### src/rtl/pelican_pkg.sv
`default_nettype none
// +----------------------------------------------------------------------+
// | Module   : pelican_pkg                                               |
// | Purpose  : Shared types, widths and round-constant step function for |
// |            the Pelican MAC round sequencer.                          |
// | Revision : 1.0 - initial release                                     |
// +----------------------------------------------------------------------+
package pelican_pkg;

  localparam int STATE_W = 128;
  localparam int KEY_W   = 64;
  localparam int WORD_W  = 32;
  localparam int RC_W    = 6;
  localparam int CNT_W   = 6;

  typedef enum logic [1:0] {
    IDLE  = 2'd0,
    ROUND = 2'd1,
    TAG   = 2'd2
  } fsm_t;

  // One step of the 6-bit round-constant LFSR.
  function automatic logic [RC_W-1:0] rc_next(input logic [RC_W-1:0] r);
    return {r[4:0], r[5] ^ r[4]};
  endfunction

endpackage : pelican_pkg
`default_nettype wire

### src/rtl/pelican_round_ctrl_rc_lfsr.sv
`default_nettype none
// +----------------------------------------------------------------------+
// | Module   : pelican_rc_lfsr                                           |
// | Purpose  : 6-bit round-constant register. Reloads the initial value  |
// |            at the start of every block and steps once per round.     |
// | Revision : 1.0 - initial release                                     |
// +----------------------------------------------------------------------+
module pelican_rc_lfsr
  import pelican_pkg::*;
#(
  parameter logic [RC_W-1:0] RC_INIT = 6'h01
) (
  input  logic            clk,
  input  logic            rst_n,
  input  logic            i_load,
  input  logic            i_step,
  output logic [RC_W-1:0] o_rc
);

  logic [RC_W-1:0] r_rc;

  // Load has priority so a new block always starts from RC_INIT.
  always_ff @(posedge clk or negedge rst_n) begin
    if (!rst_n) begin
      r_rc <= RC_INIT;
    end else if (i_load) begin
      r_rc <= RC_INIT;
    end else if (i_step) begin
      r_rc <= rc_next(r_rc);
    end
  end

  assign o_rc = r_rc;

endmodule : pelican_rc_lfsr
`default_nettype wire

### src/rtl/pelican_round_ctrl.sv
`default_nettype none
// +----------------------------------------------------------------------+
// | Module   : pelican_round_ctrl                                        |
// | Purpose  : Pelican MAC sequencer. Absorbs 128-bit blocks into the    |
// |            chaining state, runs NR rounds through an external        |
// |            combinational round function, presents the tag after the  |
// |            final block.                                              |
// | Revision : 1.0 - initial release                                     |
// +----------------------------------------------------------------------+
module pelican_round_ctrl
  import pelican_pkg::*;
#(
  parameter int              NR      = 4,
  parameter logic [RC_W-1:0] RC_INIT = 6'h01
) (
  input  logic               clk,
  input  logic               rst_n,
  input  logic               i_key_we,
  input  logic [KEY_W-1:0]   i_key,
  input  logic               i_blk_valid,
  output logic               o_blk_ready,
  input  logic [STATE_W-1:0] i_blk_data,
  input  logic               i_blk_last,
  output logic [STATE_W-1:0] o_rnd_in,
  output logic [RC_W-1:0]    o_rnd_rc,
  output logic [WORD_W-1:0]  o_rnd_key0,
  output logic [WORD_W-1:0]  o_rnd_key2,
  input  logic [STATE_W-1:0] i_rnd_out,
  output logic               o_busy,
  output logic               o_tag_valid,
  input  logic               i_tag_ready,
  output logic [STATE_W-1:0] o_tag
);

  localparam logic [CNT_W-1:0] c_last_cnt = CNT_W'(NR - 1);

  fsm_t               r_fsm;
  fsm_t               w_fsm_nxt;
  logic [STATE_W-1:0] r_state;
  logic [KEY_W-1:0]   r_key;
  logic [CNT_W-1:0]   r_rnd_cnt;
  logic               r_last_q;

  logic               w_accept;
  logic               w_key_load;
  logic               w_last_round;
  logic               w_rc_step;
  logic [WORD_W-1:0]  w_k_hi;
  logic [WORD_W-1:0]  w_k_lo;

  assign w_accept     = (r_fsm == IDLE) && i_blk_valid;
  assign w_key_load   = (r_fsm == IDLE) && i_key_we;
  assign w_last_round = (r_rnd_cnt == c_last_cnt);
  assign w_rc_step    = (r_fsm == ROUND);

  // State register of the sequencer.
  always_ff @(posedge clk or negedge rst_n) begin
    if (!rst_n) begin
      r_fsm <= IDLE;
    end else begin
      r_fsm <= w_fsm_nxt;
    end
  end

  // Next-state and handshake/status outputs.
  always_comb begin
    w_fsm_nxt   = r_fsm;
    o_blk_ready = 1'b0;
    o_busy      = 1'b0;
    o_tag_valid = 1'b0;
    case (r_fsm)
      IDLE: begin
        o_blk_ready = 1'b1;
        if (i_blk_valid) begin
          w_fsm_nxt = ROUND;
        end
      end
      ROUND: begin
        o_busy = 1'b1;
        if (w_last_round) begin
          w_fsm_nxt = r_last_q ? TAG : IDLE;
        end
      end
      TAG: begin
        o_tag_valid = 1'b1;
        if (i_tag_ready) begin
          w_fsm_nxt = IDLE;
        end
      end
      default: begin
        w_fsm_nxt = IDLE;
      end
    endcase
  end

  // Key register; writes only land while idle so a running message keeps its key.
  always_ff @(posedge clk or negedge rst_n) begin
    if (!rst_n) begin
      r_key <= '0;
    end else if (w_key_load) begin
      r_key <= i_key;
    end
  end

  // Chaining state, round counter and last-block flag.
  always_ff @(posedge clk or negedge rst_n) begin
    if (!rst_n) begin
      r_state   <= '0;
      r_rnd_cnt <= '0;
      r_last_q  <= 1'b0;
    end else begin
      case (r_fsm)
        IDLE: begin
          if (w_accept) begin
            r_state   <= r_state ^ i_blk_data;
            r_last_q  <= i_blk_last;
            r_rnd_cnt <= '0;
          end
        end
        ROUND: begin
          r_state   <= i_rnd_out;
          r_rnd_cnt <= r_rnd_cnt + CNT_W'(1);
        end
        TAG: begin
          if (i_tag_ready) begin
            r_state  <= '0;
            r_last_q <= 1'b0;
          end
        end
        default: begin
          r_state <= r_state;
        end
      endcase
    end
  end

  pelican_rc_lfsr #(
    .RC_INIT (RC_INIT)
  ) u_rc_lfsr (
    .clk    (clk),
    .rst_n  (rst_n),
    .i_load (w_accept),
    .i_step (w_rc_step),
    .o_rc   (o_rnd_rc)
  );

  // Key words alternate order on odd rounds.
  assign w_k_hi     = r_key[63:32];
  assign w_k_lo     = r_key[31:0];
  assign o_rnd_key0 = r_rnd_cnt[0] ? w_k_lo : w_k_hi;
  assign o_rnd_key2 = r_rnd_cnt[0] ? w_k_hi : w_k_lo;

  assign o_rnd_in = r_state;
  assign o_tag    = r_state;

endmodule : pelican_round_ctrl
`default_nettype wire
### config.mk
export PLATFORM = sky130hd
export DESIGN_NAME = pelican_round_ctrl
export DESIGN_NICKNAME = d
export VERILOG_FILES = /design/src/rtl/pelican_pkg.sv /design/src/rtl/pelican_round_ctrl_rc_lfsr.sv /design/src/rtl/pelican_round_ctrl.sv
export SDC_FILE = /design/constraint.sdc
export NUM_CORES = 1
export LEC_CHECK = 0
export BUFFER_PORTS_ARGS = -buffer_cell sky130_fd_sc_hd__buf_4
export CORE_AREA = 2 2 252 254
export DETAILED_ROUTE_END_ITERATION = 8
export DIE_AREA = 0 0 254 256
export SYNTH_ARGS = -nofsm -noshare
export SYNTH_HDL_FRONTEND = slang
export SYNTH_SLANG_ARGS = --single-unit
### constraint.sdc
create_clock -name clk -period 3.1 [get_ports clk]
set_clock_uncertainty 0.2 [all_clocks]
set_input_delay 0.775 -clock clk [delete_from_list [all_inputs] [get_ports clk]]
set_output_delay 0.775 -clock clk [all_outputs]
set_load 0.02 [all_outputs]
==> results.sh <==
export IMPL_vias=11200
export IMPL_clk_pin_slew_ps=60
export IMPL_min_period_ps=2960
export IMPL_switching_power_mw=10.2
export IMPL_cts_resized=0
export IMPL_wirelength_mm=43.4
export IMPL_wl_per_cell_um=17.3
export IMPL_drt_first_pass_iters=5
export IMPL_gp_congestion=0.793
export IMPL_synth_edff_count=0
export IMPL_die_w_um=254
export IMPL_antenna_found_initial=5
export IMPL_drc=0
export IMPL_holdCritPathClass="in -> reg"
export IMPL_finalSetupViolations=0
export IMPL_min_period_over_period_pct=95.6
export IMPL_grt_overflow=0
export IMPL_netlist_instances=1133
export IMPL_seqPwrFrac_pct=25.1
export IMPL_grt_max_degree=119
export IMPL_async_flop_share_pct=100
export IMPL_io_buffers=654
export IMPL_internal_power_mw=12.4
export IMPL_arrival_ps=1990
export IMPL_dieArea_um2=65000
export IMPL_pwr_share_comb_pct=61.6
export IMPL_cts_tree="built"
export IMPL_area_delta_synth_final_pct=46.4
export IMPL_synthTopCellsByArea="dfrtp_1 42%, mux2_2 12%, a221o_1 10%"
export IMPL_worst_pin_slew_ps=1050
export IMPL_vias_per_cell=4.49
export IMPL_start_util_pct=19.9
export IMPL_final_util_pct=29.1
export IMPL_core_area_um2=62400
export IMPL_grt_pass1_vias=11000
export IMPL_ys_ff_latch=207
export IMPL_synth_top_area_share_pct=41.6
export IMPL_cp_required_ps=2120
export IMPL_seq_area_frac_synth_pct=41.8
export IMPL_yosysTopAreaCell="dfrtp_1"
export IMPL_grt_util_all_layers_pct=12.4
export IMPL_seq_area_um2=5180
export IMPL_max_freq_ghz=0.337
export IMPL_insertion_delay_ps=550
export IMPL_clock_sinks=207
export IMPL_syn_avg_cell_area_um2=10.9
export IMPL_synth_flop_cell="dfrtp_1"
export IMPL_grt_pass1_wl_mm=64.2
export IMPL_cap_violations=0
export IMPL_root_buffer="clkbuf_16"
export IMPL_hold_buffers=1
export IMPL_dpl_hpwl_mm=32.0
export IMPL_syn_area_um2=12400
export IMPL_status="completed"
export IMPL_rsz0062_at_grt="no"
export IMPL_ios=655
export IMPL_cts_max_level=1
export IMPL_nFillCells=6522
export IMPL_fin_ws_ps=136
export IMPL_path_max_fanout=40
export IMPL_startpoint_type="register"
export IMPL_crit_type="reg -> out"
export IMPL_hold_viol=0
export IMPL_synthTopCellsByCount="206 x dfrtp_1, 136 x nor2_1, 133 x buf_4, 129 x mux2_2, 128 x a22o_1"
export IMPL_cts_made_buffers=26
export IMPL_yosysWarnings=0
export IMPL_end_kind="output port"
export IMPL_clkPwrFrac_pct=13.3
export IMPL_place_ws_ps=363
export IMPL_finalMaxSlewViolations=0
export IMPL_multiInputGateArea_um2=5760
export IMPL_cts_setup_buffers=0
export IMPL_leakagePower_nw=8.40
export IMPL_ys_types=38
export IMPL_synthesis_nets=1464
export IMPL_layout_drive_gt1_share_pct=52.2
export IMPL_r2r_setup_slack_ps=540
export IMPL_swShare_pct=45.2
export IMPL_p_total_mw=22.7
export IMPL_die_y_um=256
export IMPL_fin_setup_tns_ps=0
export IMPL_postRouteAntennaNets=0
export IMPL_num_rows=92
export IMPL_ir_drop_mv=0.582
export IMPL_post_synth_top_count_cell="dfrtp_1"
export IMPL_powerDensity_nw_per_um2=1250
export IMPL_relSlewSlack_pct=30.3
export IMPL_cts_buffer_depth=3
export IMPL_first_iter_violations=647
export IMPL_nNetsFinal=1963
==> flip-flops by register name, summed over array words and instances, names as in the netlist <==
| signal | flops |
|---|---|
| r_last_q | 1 |
| u_rc_lfsr.o_rc | 6 |
| r_fsm | 2 |
| r_rnd_cnt | 6 |
| o_rnd_in | 128 |
| r_key | 64 |
==> final timing paths <==
path | from | endpoint | depth (start not counted)
max in group asynchronous | rst_n | u_rc_lfsr.o_rc[0]$_DFFE_PN1P_ | 3
min reg2reg | r_key[51]$_DFFE_PN0P_ | r_key[51]$_DFFE_PN0P_ | 1
max reg2reg | r_fsm[0]$_DFFE_PN0P_ | o_rnd_in[56]$_DFFE_PN0P_ | 7
max | r_rnd_cnt[0]$_DFFE_PN0P_ | o_rnd_key0[27] | 3
min | i_rnd_out[38] | o_rnd_in[38]$_DFFE_PN0P_ | 2
min in group asynchronous | rst_n | o_rnd_in[30]$_DFFE_PN0P_ | 2
==> metrics by stage <==
| stage | instances | cell area, um^2 | hold slack, ps |
|---|---|---|---|
| floorplan | 1133 | 12400 | 279 |
| global route | 2500 | 18100 | 211 |
| finish | 2500 | 18100 | 246 |
| CTS | 2498 | 18100 | 195 |
| global placement | 2449 | 17300 | 302 |
| detailed placement | 2449 | 17300 | 314 |
==> final cells by class <==
type / count / share of cell area [%]
inverter: 4 / 0.0828
clock inverter: 8 / 0.455
tap: 846 / 5.84
clock buffer: 40 / 4.21
multi-input combinational: 707 / 31.7
antenna: 2 / 0.0276
sequential: 207 / 28.6
timing repair buffer: 686 / 29.1
==> kinds of logic after synthesis <==
| kind of cell | share of synthesized area, % |
|---|---|
| flops | 41.8 |
| simple gates | 13.2 |
| buf+inv | 11.9 |
| fa+ha+maj | 0.505 |
| xor+xnor | 0.141 |
| mux | 12.3 |
| compound gates | 20.1 |
==> critical path, stage by stage (launching register included) <==
cell and delay (ps):
dfrtp_2 580, buf_12 280, mux2_2 380, buf_4 160
==> power groups by stage <==
stage / logic (mW) / clock network, mW / registers (mW)
final: 14.0 / 3.01 / 5.70
after global routing: 14.9 / 3.23 / 5.94
after CTS: 14.1 / 3.12 / 5.69
after detailed placement: 14.1 / 0 / 5.68
after global placement: 13.9 / 0 / 5.61
after floorplan: 9.02 / 0 / 6.16
==> per-layer routing <==
metal	vias up	track usage, %	share of wire, %
met5	-	0	0.037
met4	2	3.97	2.7
met3	65	2.56	7.7
met2	491	22.2	50
met1	5476	14.6	40
li1	5184	-	-
==> cells in the final DEF, fill, tap and decap left out, drive strengths merged, types with 3 or more instances in the layout <==
| master | instances |
|---|---|
| clkinv | 5 |
| nand2b | 3 |
| a221o | 127 |
| clkbuf | 40 |
| buf | 685 |
| a22o | 128 |
| nand2 | 12 |
| dfrtp | 206 |
| inv | 5 |
| a21oi | 3 |
| mux2i | 7 |
| nor3b | 127 |
| mux2 | 129 |
| nor3 | 4 |
| nor2 | 136 |
| ha | 5 |
| o21ai | 7 |
(Power assumes the default switching activity.)
